$ cat config.mk
export PLATFORM = sky130hd
export DESIGN_NAME = t10_uart_rx
export DESIGN_NICKNAME = d
export VERILOG_FILES = /design/src/rtl/t10_uart_pkg.sv /design/src/rtl/t10_uart_rx_sync2.sv /design/src/rtl/t10_uart_rx.sv
export SDC_FILE = /design/constraint.sdc
export NUM_CORES = 1
export LEC_CHECK = 0
export BUFFER_PORTS_ARGS = -buffer_cell sky130_fd_sc_hd__buf_2
export CAP_MARGIN = 40
export CORE_UTILIZATION = 45
export DETAILED_ROUTE_END_ITERATION = 8
export SYNTH_ARGS = -nofsm -noshare
export SYNTH_HDL_FRONTEND = slang
export SYNTH_HIERARCHICAL = 1
export SYNTH_SLANG_ARGS = --single-unit
$ cat constraint.sdc
create_clock -name clk -period 3.7 [get_ports clk]
set_input_delay 0.555 -clock clk [delete_from_list [all_inputs] [get_ports clk]]
set_output_delay 0.555 -clock clk [all_outputs]
set_load 0.05 [all_outputs]
$ cat src/rtl/t10_uart_pkg.sv
// Shared UART definitions used by the transmitter and receiver: the common
// state typedef, data width, default baud divider and a parity helper.
package t10_uart_pkg;

    localparam int UART_DATA_BITS     = 8;
    localparam int UART_CLKS_PER_BAUD = 1041;

    typedef enum logic [2:0] {
        IDLE   = 3'd0,
        START  = 3'd1,
        DATA   = 3'd2,
        PARITY = 3'd3,
        STOP   = 3'd4
    } uart_state_t;

    // Even parity: the parity bit that makes the total count of ones even.
    function automatic logic even_parity(input logic [UART_DATA_BITS-1:0] d);
        return ^d;
    endfunction

endpackage

$ cat src/rtl/t10_uart_rx_sync2.sv
// Two-flop synchroniser for a single asynchronous input. RST_VAL sets the
// value both flops take in reset so an idle-high line looks idle from the start.
module t10_sync2 #(
    parameter logic RST_VAL = 1'b1
) (
    input  logic clk,
    input  logic rst,
    input  logic d,
    output logic q
);

    logic meta;

    // Two-stage capture of the asynchronous input.
    always_ff @(posedge clk or posedge rst) begin
        if (rst) begin
            meta <= RST_VAL;
            q    <= RST_VAL;
        end else begin
            meta <= d;
            q    <= meta;
        end
    end

endmodule

$ cat src/rtl/t10_uart_rx.sv
// UART 8-N-1 receiver. Synchronises the line, detects a start bit, samples
// each bit at mid-bit and hands bytes over through a valid/ack holding
// register with framing and overrun status.
// Optional build macro T10_UART_RX_PARITY_EN adds an even-parity bit after
// D7 (11-bit frame) and drives parity_err; otherwise parity_err is tied 0.
//
// state  | meaning
// IDLE   | line idle, waiting for sync_rx low
// START  | half a bit into the start bit, confirm it is still low
// DATA   | sample D0..D7 at mid-bit, LSB first
// PARITY | sample the even-parity bit (parity build only)
// STOP   | sample the stop bit, complete the frame, return to IDLE
module t10_uart_rx
    import t10_uart_pkg::*;
#(
    parameter int CLKS_PER_BAUD = UART_CLKS_PER_BAUD
) (
    input  logic       clk,
    input  logic       rst,
    input  logic       rx_serial,
    input  logic       rx_ack,
    output logic [7:0] rx_byte,
    output logic       rx_valid,
    output logic       framing_err,
    output logic       overrun,
    output logic       parity_err
);

    localparam int CW = $clog2(CLKS_PER_BAUD);
    localparam logic [CW-1:0] HALF_LAST = CW'(CLKS_PER_BAUD / 2 - 1);
    localparam logic [CW-1:0] BAUD_LAST = CW'(CLKS_PER_BAUD - 1);

    logic                      sync_rx;
    uart_state_t               state, state_nxt;
    logic [CW-1:0]             cnt, cnt_nxt;
    logic [2:0]                bit_idx, bit_idx_nxt;
    logic [UART_DATA_BITS-1:0] shift, shift_nxt;
    logic                      half_tick;
    logic                      baud_tick;
    logic                      done;
    logic                      frame_fe;
`ifdef T10_UART_RX_PARITY_EN
    logic                      par_bit, par_bit_nxt;
    logic                      frame_pe;
`endif

    t10_sync2 #(
        .RST_VAL (1'b1)
    ) u_sync (
        .clk (clk),
        .rst (rst),
        .d   (rx_serial),
        .q   (sync_rx)
    );

    assign half_tick = (cnt == HALF_LAST);
    assign baud_tick = (cnt == BAUD_LAST);
    assign frame_fe  = ~sync_rx;

    // FSM and frame datapath registers.
    always_ff @(posedge clk or posedge rst) begin
        if (rst) begin
            state   <= IDLE;
            cnt     <= '0;
            bit_idx <= '0;
            shift   <= '0;
`ifdef T10_UART_RX_PARITY_EN
            par_bit <= 1'b0;
`endif
        end else begin
            state   <= state_nxt;
            cnt     <= cnt_nxt;
            bit_idx <= bit_idx_nxt;
            shift   <= shift_nxt;
`ifdef T10_UART_RX_PARITY_EN
            par_bit <= par_bit_nxt;
`endif
        end
    end

    // Next state, baud counting and bit capture; done flags the stop sample.
    always_comb begin
        state_nxt   = state;
        cnt_nxt     = cnt;
        bit_idx_nxt = bit_idx;
        shift_nxt   = shift;
        done        = 1'b0;
`ifdef T10_UART_RX_PARITY_EN
        par_bit_nxt = par_bit;
`endif
        case (state)
            IDLE: begin
                cnt_nxt = '0;
                if (!sync_rx) begin
                    state_nxt = START;
                end
            end
            START: begin
                if (half_tick) begin
                    cnt_nxt = '0;
                    if (!sync_rx) begin
                        bit_idx_nxt = '0;
                        state_nxt   = DATA;
                    end else begin
                        // Line went back high before mid-start: a glitch.
                        state_nxt = IDLE;
                    end
                end else begin
                    cnt_nxt = cnt + 1'b1;
                end
            end
            DATA: begin
                if (baud_tick) begin
                    cnt_nxt            = '0;
                    shift_nxt[bit_idx] = sync_rx;
                    if (bit_idx == 3'd7) begin
`ifdef T10_UART_RX_PARITY_EN
                        state_nxt = PARITY;
`else
                        state_nxt = STOP;
`endif
                    end else begin
                        bit_idx_nxt = bit_idx + 3'd1;
                    end
                end else begin
                    cnt_nxt = cnt + 1'b1;
                end
            end
`ifdef T10_UART_RX_PARITY_EN
            PARITY: begin
                if (baud_tick) begin
                    cnt_nxt     = '0;
                    par_bit_nxt = sync_rx;
                    state_nxt   = STOP;
                end else begin
                    cnt_nxt = cnt + 1'b1;
                end
            end
`endif
            STOP: begin
                if (baud_tick) begin
                    // Leave mid-stop-bit so a back-to-back start edge is seen.
                    cnt_nxt   = '0;
                    done      = 1'b1;
                    state_nxt = IDLE;
                end else begin
                    cnt_nxt = cnt + 1'b1;
                end
            end
            default: begin
                state_nxt = IDLE;
                cnt_nxt   = '0;
            end
        endcase
    end

`ifdef T10_UART_RX_PARITY_EN
    assign frame_pe = (even_parity(shift) != par_bit);
`endif

    // Holding register: load on completion, drop and flag overrun when the
    // previous byte is still unconsumed, release on rx_ack.
    always_ff @(posedge clk or posedge rst) begin
        if (rst) begin
            rx_byte     <= '0;
            rx_valid    <= 1'b0;
            framing_err <= 1'b0;
            overrun     <= 1'b0;
`ifdef T10_UART_RX_PARITY_EN
            parity_err  <= 1'b0;
`endif
        end else if (done) begin
            if (!rx_valid || rx_ack) begin
                rx_byte     <= shift;
                rx_valid    <= 1'b1;
                framing_err <= frame_fe;
`ifdef T10_UART_RX_PARITY_EN
                parity_err  <= frame_pe;
`endif
                // An ack in the same cycle consumed the old byte, so nothing
                // was lost.
                overrun     <= 1'b0;
            end else begin
                overrun <= 1'b1;
            end
        end else if (rx_ack && rx_valid) begin
            rx_valid <= 1'b0;
            overrun  <= 1'b0;
        end
    end

`ifndef T10_UART_RX_PARITY_EN
    assign parity_err = 1'b0;
`endif

endmodule

==> flow_summary.toml, run 1 <==
[status]
status = "completed"

[yosys]
synth_warnings = 6
synth_top_cell_area_share_pct = 47.90
ys_types = 43
synth_largest_area_cell = "dfrtp_1"
synth_fp_nets = 170
synth-edff-count = 0
netlist_instances = 162
ys.flop_type = "dfrtp_1"
synth_area_mm2 = 0.001881
ys_top_cells_by_area = "dfrtp_1 (48%), mux2_4 (6.4%), nor2_1 (3.4%)"
async_flop_share_pct = 100.0
syn_area_per_cell_um2 = 11.61
synth-seq-area-share_pct = 50.70
ys_ff_latch = 38

[sta]
slew_violations = 0
setup_ws_ps = 1597
period_share_pct = 56.83
relSlewSlack_pct = 37.54
worst_slew_pin_slew_ps = 936.9
fin_skew_ps = 8.051
finalHoldViolCount = 0
min_period_ps = 2103
rsz0062_at_grt = "false"
setup_violations = 0
tns_ps = 0
fmax_mhz = 475.6

[place]
place_hpwl_mm = 2.325
gp_congestion = 0.7938
portBuffers = 14
pre_cts_ws_ps = 1603

[finish]
final_common_cell = "dfrtp_1"
synthToLayoutAreaGrowth_pct = 13.04
insertedDiodeCount = 0
nets = 186
layout_common_cells = "dfrtp_1 (36), nor2_1 (17), buf_2 (14), nand2_1 (12), inv_1 (9)"
layout-drive-gt1-share_pct = 25.14

[critical_path]
worstRegToRegCells = 4
end_kind = "register"
path_class = "register to register"
worstPathRequired_ps = 3940
cp_data_arrival_time_ps = 2340
crit_slowest_cell = "a32oi_1"
critical_path.cell_chain = "and4bb_1 > nand4_2 > a32oi_1 > a32o_1"
max_stage_delay_ps = 770
cp-start-kind = "register"
reg2reg_from = "cnt[2]"
worstSetupStartpoint = "cnt[2]"
critPathMaxFanout = 11

[global_routing]
grt_max_degree = 37
grt_use_total_pct = 16.94
grt_pass1_vias = 1157
grt_pass1_wl_mm = 5.437
antenna_found_initial = 0
grt_remaining_overflow = 0

[clocking]
cts_buffer_depth = 2
post-cts-setup-buffer-count = 0
numCtsBuffers = 5
cts_hold_buf = 0
cts.clk_slew.worst_paths_ps = 80
cts_tree = "yes"
htreeDepth = 2
clockRootBuffer = "clkbuf_8"
cts.sinks = 38
cts_resized = 0
clk_latency_ps = 300

[route]
ant_nets = 0
wl_per_cell_um = 14.29
drt-initial-drc-count = 76
drt-pass1-iter-count = 4
dr_total_vias = 1218
drc = 0
wirelength_mm = 3.272
viasPerCell = 5.319

[power_and_ir_drop]
p_leak_uw = 0.001008
irDropWorstVdd_v = 0.0001980
powerDensity_mw_per_mm2 = 410.4

[die]
initial_core_util_pct = 47.01
dieArea_mm2 = 0.004442
core_area_mm2 = 0.004000
rows = 23
die-width_um = 66.65
ios = 16
die_y_um = 66.65

[job]
maxCapViolations = 0

[worst_hold_path]
hold_class = "input pin to asynchronous set/reset pin"
==> worst max-delay path, delay by kind of cell (launching register included) <==
kind,cells,cell delay [ps]
flops,1,430
simple gates,2,580
compound gates,2,1040
==> Yosys cell counts (2+ instances only) <==
master and count:
xnor2_1 5, ha_1 4, and4_1 2, nand2_1 12, nand4_1 6, nor3_1 5, mux2i_1 3, nand3_1 2
mux2_1 4, inv_1 9, dfrtp_1 36, mux2_4 8, xor2_1 5, dfstp_2 2, a21oi_1 4, mux2_2 5
nor4_1 6, buf_2 2, nor2_1 17, a211oi_1 2
==> metal layers <==
layer,global-route usage [%],vias to the layer above,part of all wire [%]
met5,0,-,0
met4,7.979,0,2.0
met3,5.308,5,4.4
met2,26.26,23,45
met1,21.28,592,48
li1,-,598,-
==> kinds of logic after synthesis <==
| family | synth area share, % |
|---|---|
| adder cells (fa/ha/maj) | 2.661 |
| AND/OR/NAND/NOR | 20.29 |
| multiplexers | 13.37 |
| buffers and inverters | 3.792 |
| flip-flops | 50.70 |
| XOR/XNOR | 4.657 |
| other | 0.1994 |
| AO/OA/AOI/OAI | 4.325 |
==> area by class of cell <==
| type | count | area [um^2] |
|---|---|---|
| repair buffers | 15 | 77.57 |
| clock inverters | 2 | 60.06 |
| fillers | 374 | 1874 |
| well taps | 50 | 62.56 |
| flip-flops and latches | 38 | 953.4 |
| inverters | 9 | 33.78 |
| clock buffers | 6 | 82.58 |
| multi-input cells | 109 | 855.8 |
==> per-stage QoR <==
step,hold slack [ps],instances,area (um^2),util [%],total power [uW]
2_1_floorplan,345.2,162,1881,-,441.8
5_1_grt,274.8,229,2126,53.14,903.0
3_3_place_gp,347.0,221,1983,49.58,447.0
6_report,274.4,229,2126,53.14,872.5
3_5_place_dp,348.8,221,1983,49.58,447.4
4_1_cts,272.7,229,2126,53.14,882.8
==> sequential cells by signal (all words and copies together), names as in the netlist <==
register / count
shift: 8
framing_err: 1
overrun: 1
state: 3
u_sync/q: 1
bit_idx: 3
rx_byte: 8
rx_valid: 1
u_sync/meta: 1
cnt: 11
==> final timing paths <==
path / end / slack [ps]
setup / recovery: state[2] / 1600
hold / removal: u_sync/meta / 270
setup reg to reg: state[2] / 1600
hold reg to reg: u_sync/q / 360
max in group asynchronous: rx_byte[4] / 3020
min in group clk: u_sync/meta / 350
==> report_power, final <==
group | internal, uW | switching, uW
logic | 3.64 | 14.8
clock network | 287 | 146
registers | 418 | 2.29
total | 709 | 163
Power figures use the tool's default switching activity.
==> run 2: changes to the inputs <==
- clock period: 3.7 -> 2.2 ns (I/O delays scaled with it)
==> run 2 against run 1 <==
Compared with the run above: critical path depth is the same; clock power grew 35%; worst hold slack lost 220 ps; core utilization shrank 0.34 points; first-iteration DRC count shrank 43%; register-to-register slack lost 1300 ps; design area shrank 0.65%; final cell count grew 0.87%; sequential power grew 68%; critical path type unchanged; sequential share of layout area grew 0.29 points; power grew 52%; sequential cell count is the same.
==> flow_summary.toml, run 2 (same netlist as run 1, synthesis figures left out) <==
[status]
status = "completed"

[sta]
rsz0062_at_grt = "false"
fmax_mhz = 524.0
setup_violations = 0
fin_skew_ps = 4.359
period_share_pct = 86.75
tns_ps = 0
slew_violations = 0
finalHoldViolCount = 0
min_period_ps = 1908

[route]
viasPerCell = 5.281
drt-pass1-iter-count = 4
dr_total_vias = 1220
drc = 0
ant_nets = 0
drt-initial-drc-count = 43
wirelength_mm = 3.216
wl_per_cell_um = 13.92

[clocking]
cts.clk_slew.worst_paths_ps = 70
cts_buffer_depth = 2
clockRootBuffer = "clkbuf_8"
cts_tree = "yes"
cts_hold_buf = 0
post-cts-setup-buffer-count = 0
htreeDepth = 2
cts.sinks = 38
numCtsBuffers = 5
clk_latency_ps = 290
cts_resized = 0

[critical_path]
cp-start-kind = "register"
critical_path.cell_chain = "and4bb_1 > and4_1 > nand3_4 > mux2_4"
crit_slowest_cell = "dfrtp_1"
end_kind = "register"
cp_data_arrival_time_ps = 2080
r2r_slack_ps = 290
cpLargestDelayFamily = "simple AND/OR/NAND/NOR gates"
worstRegToRegCells = 4
crit_end = "rx_byte[5]"
worstSetupStartpoint = "cnt[2]"
worstPathRequired_ps = 2370
cp_num_cells = 4
critPathMaxFanout = 9
r2r-end = "rx_byte[5]"
max_stage_delay_ps = 440
reg2reg_from = "cnt[2]"
cp_num_buf_inv = 0
path_class = "register to register"

[place]
gp_congestion = 0.8114
portBuffers = 14
place_hpwl_mm = 2.273
placed_area_mm2 = 0.001998

[global_routing]
grt_remaining_overflow = 0
grt_use_met1_pct = 20.91
globalRouteMet3Util_pct = 3.596
antenna_found_initial = 0
grt_use_total_pct = 16.42
grt_pass1_wl_mm = 5.395
gr-usage-met2_pct = 26.14
grt.busiest_layer = "met2"
grt_pass1_vias = 1197
grt_max_degree = 37

[die]
die-width_um = 66.65
core_area_mm2 = 0.004000
die_y_um = 66.65
rows = 23
ios = 16
dieArea_mm2 = 0.004442
initial_core_util_pct = 47.01

[finish]
nets = 188
final_area_mm2 = 0.002112
final_common_cell = "dfrtp_1"
insertedDiodeCount = 0
synthToLayoutAreaGrowth_pct = 12.31
largest_register_ffs = 11
layout_common_cells = "dfrtp_1 (36), nor2_1 (17), buf_2 (14), nand2_1 (12), inv_1 (9)"
layout-drive-gt1-share_pct = 25.97
regMostFlops = "cnt"
largestRegisters = "cnt: 11 flops, rx_byte: 8 flops, shift: 8 flops"

[worst_hold_path]
hold_class = "input pin to asynchronous set/reset pin"

[job]
maxCapViolations = 0

[power_and_ir_drop]
powerDensity_mw_per_mm2 = 627.3
p_leak_uw = 0.0009978
finalPower_uw = 1325
irDropWorstVdd_v = 0.0003861
run 2: worst min-delay path by stage:
stage	slack, ps	cells past startpoint	end	start
after CTS	60	2	u_sync/meta	rst
after floorplan	240	1	u_sync/meta	rst
after global placement	350	0	u_sync/q	u_sync/meta
after detailed placement	350	0	u_sync/q	u_sync/meta
final	60	2	u_sync/meta	rst
after global routing	60	2	u_sync/q	rst
run 2: layer usage:
layer	vias up	share of wire (%)	wire [um]
li1	606	-	-
met1	586	48	1544
met2	20	47	1515
met3	8	2.8	89
met4	0	2.0	65
met5	-	0	0
run 2: metrics by stage:
step / worst slack (ps) / util, % / instances / hold slack (ps)
after floorplan: 516.4 / - / 162 / 241.5
after global placement: 358.5 / 49.95 / 223 / 346.8
after detailed placement: 318.3 / 49.95 / 223 / 348.5
after CTS: 301.5 / 52.80 / 231 / 57.20
after global routing: 174.0 / 52.80 / 231 / 59.70
final: 291.6 / 52.80 / 231 / 56.57
run 2: layout make-up:
| class | count | area [um^2] |
|---|---|---|
| inverter | 9 | 33.78 |
| clock buffer | 5 | 68.82 |
| timing repair buffer | 17 | 92.59 |
| clock inverter | 3 | 45.04 |
| fill | 359 | 1888 |
| tap | 50 | 62.56 |
| sequential | 38 | 953.4 |
| multi-input combinational | 109 | 855.8 |
run 2: power by group:
group          internal [uW]  switching, uW
clock                    337            250
combinational           6.14           24.9
sequential               703           3.68
total                   1050            279
==> run 3: changes to the inputs <==
- ABC_AREA: unset -> 1
==> run 3 against run 2 <==
Compared with the run above: register-to-register slack better by 240 ps; power up 0.51%; sequential power hardly changed; sequential cell count unchanged; routed wire length increased by 9.2%; worst hold slack lost 4.4 ps; final cell count up 38%; worst setup slack better by 240 ps; critical path depth rose by 4; design area up 3.5%; critical endpoint is now rx_byte[0]; largest cell class unchanged.
==> flow_summary.toml, run 3 <==
[status]
status = "completed"

[sta]
rsz0062_at_grt = "false"
finalHoldViolCount = 0
holdWs_ps = 52.15
min_period_ps = 1670
slew_violations = 0
setup_ws_ps = 529.8
fin_skew_ps = 4.845
setup_violations = 0
period_share_pct = 75.92
tns_ps = 0
fmax_mhz = 598.7

[finish]
layout-drive-gt1-share_pct = 17.10
largestRegisters = "cnt: 11 flops, rx_byte: 8 flops, shift: 8 flops"
synthToLayoutAreaGrowth_pct = 12.49
insertedDiodeCount = 0
layout_common_cells = "nand2_1 (82), dfrtp_1 (36), nor2_1 (35), inv_1 (28), buf_2 (14)"
seqCellArea_um2 = 953.4
regMostFlops = "cnt"
nets = 276
fin_util_pct = 53.49
final_common_cell = "nand2_1"
multiInputGateArea_um2 = 839.6
fillCellCount = 396
largest_register_ffs = 11

[global_routing]
globalRouteMet3Util_pct = 5.574
grt.busiest_layer = "met1"
grt_use_total_pct = 18.60
grt_max_degree = 37
grt_use_met1_pct = 26.88
gr-usage-met2_pct = 24.38
grt_pass1_wl_mm = 6.051
grt_pass1_vias = 1315
grt_remaining_overflow = 0
antenna_found_initial = 0

[place]
place_hpwl_mm = 2.541
pre_cts_ws_ps = 541.3
gp_congestion = 0.8080
portBuffers = 14

[die]
initial_core_util_pct = 47.55
dieArea_mm2 = 0.004585
rows = 23
ios = 16
die_y_um = 67.71
die-width_um = 67.71
core_area_mm2 = 0.004086

[route]
dr_total_vias = 1481
wirelength_mm = 3.513
ant_nets = 0
viasPerCell = 4.643
drc = 0
drt-initial-drc-count = 98
wl_per_cell_um = 11.01
drt-pass1-iter-count = 4

[critical_path]
cpLargestDelayFamily = "simple AND/OR/NAND/NOR gates"
cp_num_cells = 8
critical_path.cell_chain = "inv_1 > ha_1 > nand3_1 > nor2_4 > nand4_2 > inv_2 > nand2_1 > nand2_1"
r2r-end = "rx_byte[0]"
critPathMaxFanout = 11
r2r_slack_ps = 530
cpMostUsedCell = "nand2_1"
end_kind = "register"
path_class = "register to register"
cp_data_arrival_time_ps = 1910
cp_num_buf_inv = 2
crit_end = "rx_byte[0]"
worstPathRequired_ps = 2440
crit_slowest_cell = "dfrtp_1"
reg2reg_from = "cnt[0]"
worstSetupStartpoint = "cnt[0]"
worstRegToRegCells = 8
max_stage_delay_ps = 410
cp-start-kind = "register"

[yosys]
synth_area_mm2 = 0.001943
synth-edff-count = 0
synth_fp_nets = 255
synth_largest_area_cell = "dfrtp_1"
async_flop_share_pct = 100.0
synth_top_cell_area_share_pct = 46.36
ys.flop_type = "dfrtp_1"
synth-seq-area-share_pct = 49.07
syn_area_per_cell_um2 = 7.867
synth_warnings = 6
yosysMostFrequentCell = "nand2_1"
netlist_instances = 247
ys_ff_latch = 38
netlist_top_cells_count = "nand2_1 (82), dfrtp_1 (36), nor2_1 (35)"
ys_types = 30
ys_top_cells_by_area = "dfrtp_1 (46%), nand2_1 (16%), nor2_1 (6.8%)"

[clocking]
post-cts-setup-buffer-count = 0
clk_latency_ps = 300
cts_hold_buf = 0
cts_resized = 0
cts_buffer_depth = 2
htreeDepth = 2
cts.clk_slew.worst_paths_ps = 80
numCtsBuffers = 5
clockRootBuffer = "clkbuf_8"
cts.sinks = 38
cts_tree = "yes"

[job]
maxCapViolations = 0

[power_and_ir_drop]
p_leak_uw = 0.001174
powerDensity_mw_per_mm2 = 609.2
irDropWorstVdd_v = 0.0003110

[worst_hold_path]
hold_class = "input pin to asynchronous set/reset pin"
[run 3: cell count changes after synthesis, sizes merged, moves of 6 or more]
cell   delta
inv      +26
mux2     -17
nand2    +73
nand3    +11
nor2     +21
nor4      -6
o21ai    +17
[run 3: metal layers]
layer / share of wire (%) / up-vias
met5: 0 / -
met4: 2.2 / 0
met3: 3.6 / 6
met2: 39 / 34
met1: 55 / 638
li1: - / 803
[run 3: worst min path at each step]
stage / from / to / slack (ps)
finish: rst / u_sync/q / 50
global route: rst / u_sync/meta / 60
CTS: rst / u_sync/q / 40
detailed placement: u_sync/meta / u_sync/q / 350
floorplan: rst / u_sync/meta / 240
global placement: u_sync/meta / u_sync/q / 350
[run 3: cell families after synthesis]
family | Yosys count | synth area share (%)
xor gates and xnor gates | 1 | 0.4508
and+or+nand+nor | 143 | 33.36
buffers and inverters | 37 | 7.727
DFF | 38 | 49.07
other | 1 | 0.1930
AOI/OAI and AO/OA | 23 | 6.633
adders and majority gates | 4 | 2.576
[run 3: worst register-to-register path, stage by stage (launching register included)]
cell and delay, ps:
dfrtp_1 410, inv_1 90, ha_1 170, nand3_1 120, nor2_4 180, nand4_2 270, inv_2 240, nand2_1 80
nand2_1 60
[run 3: area by class of cell]
class / instances / area share (%)
Clock buffer: 5 / 3.148
Clock inverter: 3 / 2.061
Inverter: 35 / 6.010
Multi-Input combinational cell: 172 / 38.41
Sequential cell: 38 / 43.62
Tap cell: 50 / 2.862
Timing Repair Buffer: 16 / 3.892
[run 3: per-stage QoR]
step / power [uW] / area [um^2] / cells
after floorplan: 740.3 / 1943 / 247
after global placement: 749.8 / 2072 / 311
after detailed placement: 749.6 / 2072 / 311
after CTS: 1354 / 2186 / 319
after global routing: 1386 / 2186 / 319
final: 1332 / 2186 / 319
[run 3: report_power, final]
part           total (uW)  switching [uW]  leakage, uW  internal, uW
sequential            705            2.69     0.000509           702
combinational        29.9            24.5     0.000614          5.41
clock                 597             260    0.0000504           337
